--- config.mk ---
export PLATFORM = sky130hd
export DESIGN_NAME = dpdm_encode
export DESIGN_NICKNAME = d
export VERILOG_FILES = /design/src/rtl/dpdm_encode.sv
export SDC_FILE = /design/constraint.sdc
export NUM_CORES = 1
export LEC_CHECK = 0
export CORE_MARGIN = 2
export CORE_UTILIZATION = 58
export DETAILED_ROUTE_END_ITERATION = 7
export GPL_TIMING_DRIVEN = 0
export PLACE_DENSITY = 0.83
export REMOVE_ABC_BUFFERS = 1
export SLEW_MARGIN = 20
export SYNTH_ARGS = -nofsm -noshare
export SYNTH_HDL_FRONTEND = slang
export SYNTH_SLANG_ARGS = --single-unit
--- constraint.sdc ---
create_clock -name clock -period 3.7 [get_ports clock]
set_input_delay 0.37 -clock clock [delete_from_list [all_inputs] [get_ports clock]]
set_output_delay 0.37 -clock clock [all_outputs]
set_load 0.01 [all_outputs]
--- src/rtl/dpdm_encode.sv ---
// USB full-speed transmit line encoder.
// Takes an un-stuffed payload bit stream over a valid/ready handshake. Sends
// SYNC, then the payload with bit stuffing and NRZI coding, one symbol per bit
// clock. Ends with SE0, SE0, J and releases the bus.
//
// state | meaning
// ------+-------------------------------------------------------------
// IDLE  | bus released (J, en=0); waits for send_start
// SYNC  | emitting SYNC symbols 1..7 (symbol 0 is launched from IDLE)
// DATA  | accepting payload bits, inserting stuff toggles after six ones
// STUFF | stuff toggle after a payload that ends on a run of six ones
// EOP0  | first SE0 of a normal end of packet
// EOP1  | second SE0 (the abort path enters here)
// EOP2  | final J with the bus still driven, then back to IDLE

module dpdm_encode (
   input  logic clock,
   input  logic reset_n,
   input  logic send_start,
   input  logic bit_in,
   input  logic bit_valid,
   input  logic bit_last,
   output logic bit_ready,
   output logic DP_out,
   output logic DM_out,
   output logic dpdm_en,
   output logic tx_busy,
   output logic tx_done,
   output logic tx_error
);

   typedef enum logic [2:0] {
      S_IDLE,
      S_SYNC,
      S_DATA,
      S_STUFF,
      S_EOP0,
      S_EOP1,
      S_EOP2
   } state_t;

   state_t     state, state_nx;
   logic [2:0] sync_cnt, sync_cnt_nx;
   logic [2:0] ones, ones_nx;
   logic       lvl, lvl_nx;          // current NRZI level, 1 = J
   logic       aborted, aborted_nx;  // suppresses tx_done after an underrun
   logic       dp_nx, dm_nx, en_nx, done_nx, err_nx;

   assign tx_busy = (state != S_IDLE);

   // State, line and pulse registers; reset parks the bus at J, undriven.
   always_ff @(posedge clock or negedge reset_n) begin
      if (!reset_n) begin
         state    <= S_IDLE;
         sync_cnt <= 3'd0;
         ones     <= 3'd0;
         lvl      <= 1'b1;
         aborted  <= 1'b0;
         DP_out   <= 1'b1;
         DM_out   <= 1'b0;
         dpdm_en  <= 1'b0;
         tx_done  <= 1'b0;
         tx_error <= 1'b0;
      end else begin
         state    <= state_nx;
         sync_cnt <= sync_cnt_nx;
         ones     <= ones_nx;
         lvl      <= lvl_nx;
         aborted  <= aborted_nx;
         DP_out   <= dp_nx;
         DM_out   <= dm_nx;
         dpdm_en  <= en_nx;
         tx_done  <= done_nx;
         tx_error <= err_nx;
      end
   end

   // Next state, next line symbol and the payload handshake.
   always_comb begin
      state_nx    = state;
      sync_cnt_nx = sync_cnt;
      ones_nx     = ones;
      lvl_nx      = lvl;
      aborted_nx  = aborted;
      dp_nx       = DP_out;
      dm_nx       = DM_out;
      en_nx       = dpdm_en;
      done_nx     = 1'b0;
      err_nx      = 1'b0;
      bit_ready   = 1'b0;

      case (state)
         S_IDLE: begin
            dp_nx  = 1'b1;
            dm_nx  = 1'b0;
            en_nx  = 1'b0;
            lvl_nx = 1'b1;
            if (send_start) begin
               // First SYNC bit is a raw 0: toggle from J to K.
               lvl_nx      = 1'b0;
               dp_nx       = 1'b0;
               dm_nx       = 1'b1;
               en_nx       = 1'b1;
               sync_cnt_nx = 3'd1;
               ones_nx     = 3'd0;
               aborted_nx  = 1'b0;
               state_nx    = S_SYNC;
            end
         end

         S_SYNC: begin
            // SYNC raw bits are 0000_0001; only the last one holds the level.
            if (sync_cnt == 3'd7) begin
               ones_nx  = 3'd1;
               state_nx = S_DATA;
            end else begin
               lvl_nx = ~lvl;
            end
            dp_nx       = lvl_nx;
            dm_nx       = ~lvl_nx;
            sync_cnt_nx = sync_cnt + 3'd1;
         end

         S_DATA: begin
            if (ones == 3'd6) begin
               lvl_nx  = ~lvl;
               ones_nx = 3'd0;
               dp_nx   = lvl_nx;
               dm_nx   = ~lvl_nx;
            end else begin
               bit_ready = 1'b1;
               if (bit_valid) begin
                  if (bit_in) begin
                     ones_nx = ones + 3'd1;
                  end else begin
                     lvl_nx  = ~lvl;
                     ones_nx = 3'd0;
                  end
                  dp_nx = lvl_nx;
                  dm_nx = ~lvl_nx;
                  if (bit_last) begin
                     state_nx = (bit_in && ones == 3'd5) ? S_STUFF : S_EOP0;
                  end
               end else begin
                  // Underrun: first SE0 now, then join the normal EOP tail.
                  dp_nx      = 1'b0;
                  dm_nx      = 1'b0;
                  err_nx     = 1'b1;
                  aborted_nx = 1'b1;
                  state_nx   = S_EOP1;
               end
            end
         end

         S_STUFF: begin
            lvl_nx   = ~lvl;
            ones_nx  = 3'd0;
            dp_nx    = lvl_nx;
            dm_nx    = ~lvl_nx;
            state_nx = S_EOP0;
         end

         S_EOP0: begin
            dp_nx    = 1'b0;
            dm_nx    = 1'b0;
            state_nx = S_EOP1;
         end

         S_EOP1: begin
            dp_nx    = 1'b0;
            dm_nx    = 1'b0;
            state_nx = S_EOP2;
         end

         S_EOP2: begin
            dp_nx    = 1'b1;
            dm_nx    = 1'b0;
            en_nx    = 1'b1;
            done_nx  = ~aborted;
            state_nx = S_IDLE;
         end

         default: begin
            state_nx = S_IDLE;
         end
      endcase
   end

endmodule

==> results.json <==
{
  "clockRootBuffer": "clkbuf_4",
  "synth_most_common_cell": "dfrtp_1",
  "skew_ns": 0.0107,
  "die-area_um2": 2160,
  "fin_crit_sh_pct": 69.9,
  "ys_warn_count": 0,
  "drt_iter0_drc": 39,
  "totalWireLength_um": 2150,
  "place_worst_setup_slack_ns": 1.46,
  "grt_pass1_wl_um": 3390,
  "p_leak_nw": 0.521,
  "place_congestion": 0.869,
  "grt_usage_pct": 22.8,
  "report.final.slew_viol_count": 0,
  "dr_total_vias": 906,
  "portBuffers": 12,
  "post_cts_buffers": 0,
  "synth_edf_count": 0,
  "holdBufCountCts": 0,
  "hpwlAfterDp_um": 1580,
  "ys_seq_area_share_pct": 38.5,
  "syn_area_per_cell_um2": 8.80,
  "overflow": 0,
  "synth_flop_cell": "dfrtp_1",
  "start_kind": "flop",
  "stdcell_count": 151,
  "whs_ns": 0.469,
  "die_h_um": 46.5,
  "antenna_found_initial": 0,
  "hold_path_class": "reg -> reg",
  "cts_tree": "built",
  "start_util_pct": 61.3,
  "die_width_um": 46.5,
  "wl_met3_um": 67,
  "num_rows": 15,
  "slew_headroom_pct": 52.3,
  "synth_area_leader_cell": "dfrtp_1",
  "cts_buffer_depth": 2,
  "dp_cells": 147,
  "num_antenna_cells": 0,
  "grt_setup_unrepaired": "false",
  "maxCapViolations": 0,
  "route.met2.wl_um": 1080,
  "clk_pin_slew_ns": 0.09,
  "tns_ns": 0,
  "syn-instance-count": 119,
  "netlist_area_um2": 1050,
  "status": "finished, final reports clean",
  "worstSetupPathType": "reg -> out",
  "top_layer": "met4",
  "boundaryPins": 13,
  "arrival_ns": 2.22,
  "crit_required_ns": 3.33,
  "path_max_fanout": 17,
  "crit_path_end_kind": "output pin",
  "nets": 138,
  "core_um2": 1710,
  "worst_ir_drop_vdd_mv": 0.443,
  "drc_errors": 0,
  "drtPass1Iterations": 4,
  "first_global_vias": 822,
  "cts.sinks": 16,
  "power-per-cell-area_nw_per_um2": 805,
  "async_flop_share_pct": 100,
  "final_hold_viol_count": 0,
  "period_needed_ns": 2.59,
  "reg2reg_setup_slack_ns": 1.85,
  "ant_nets": 0,
  "layout-drive-gt1-share_pct": 6.35,
  "fin_ws_ns": 1.11,
  "yosysUniqueCellTypes": 39,
  "vias_per_cell": 6.00,
  "synth_top_area_share_pct": 33.5,
  "htreeDepth": 1,
  "ctsResizeCount": 0,
  "tightest_slew_ns": 0.714,
  "synth_common_cells": "14 x dfrtp_1, 11 x nand2_1, 9 x a21oi_1, 8 x o21ai_0",
  "wire_per_inst_um": 14.2,
  "routedLengthMet1_um": 953,
  "fmax_mhz": 387,
  "netlist_top_cells_area": "dfrtp_1 33%, ha_1 6.0%, dfstp_2 5.0%",
  "setup_violations": 0,
  "ys_seq_elements": 16,
  "insertion_delay_ns": 0.31,
  "areaGrowthSynthToFinish_pct": 13.5,
  "grt_start_max_net_pins": 22,
  "cts_inserted_buffers": 3
}
flip-flops by register name, indices dropped and copies added, names as in the netlist:
register,cells
DM_out,1
DP_out,1
aborted,1
dpdm_en,1
lvl,1
ones,3
state,3
sync_cnt,3
tx_done,1
tx_error,1
kinds of logic after synthesis:
family,share of synthesized area [%]
buffers and inverters,6.93
AO/OA/AOI/OAI,26.8
AND/OR/NAND/NOR,17.8
multiplexers,4.06
adder cells (fa/ha/maj),5.97
flip-flops,38.5
per-layer routing:
metal | vias to the layer above | GRT usage [%]
met1 | 430 | 26.7
met4 | 0 | 12.6
met5 | - | 0
li1 | 448 | -
met3 | 5 | 2.35
met2 | 23 | 40.0
placed cells by master (no fill, tap or decap), drive strengths merged, types with 2 or more instances in the layout:
cell / netlist / routed
o31ai: 2 / 2
a21o: 2 / 2
mux2i: 2 / 2
nor2: 7 / 7
nor2b: 4 / 4
a32o: 2 / 2
nand2b: 3 / 3
nor3: 2 / 2
o21ai: 10 / 10
dfstp: 2 / 2
ha: 5 / 5
nand4: 3 / 3
o21a: 2 / 2
a21oi: 9 / 9
mux2: 2 / 2
nand3: 2 / 2
dfrtp: 14 / 14
a22oi: 2 / 2
o211ai: 3 / 3
nand2: 11 / 11
clkdlybuf4s50: 0 / 12
clkbuf: 2 / 4
a22o: 2 / 2
inv: 7 / 7
path summary, 6_finish.rpt:
kind                             endpoint  startpoint  cells after the start
max in group asynchronous        state[1]     reset_n                      1
worst min-delay path              tx_done     aborted                      1
worst min register to register    tx_done     aborted                      1
worst max-delay path            bit_ready    state[1]                      3
min in group asynchronous          DM_out     reset_n                      1
worst max register to register    ones[0]     ones[0]                      6
report_power, final:
group / internal [mW] / total, mW / switching (mW)
sequential: 0.253 / 0.366 / 0.113
clock: 0.0601 / 0.121 / 0.0613
combinational: 0.236 / 0.469 / 0.233
total: 0.549 / 0.957 / 0.407
stage by stage:
step | area [µm²] | power (mW) | util, %
2_1_floorplan | 1000 | 0.675 | -
3_3_place_gp | 1150 | 0.816 | 67.5
3_5_place_dp | 1150 | 0.838 | 67.5
4_1_cts | 1190 | 0.957 | 69.6
5_1_grt | 1190 | 1.03 | 69.6
6_report | 1190 | 0.957 | 69.6
critical path, stage by stage (launching register included):
cell	delay (ns)
dfrtp_1	0.66
or3b_1	0.55
a21oi_1	0.16
clkdlybuf4s50_1	0.55
area by class of cell:
type	count	area [µm²]
multi-input cells	87	572
fillers	134	519
flip-flops and latches	16	403
repair buffers	12	120
clock buffers	4	36.3
well taps	25	31.3
inverters	7	26.3
(Power assumes the default switching activity.)
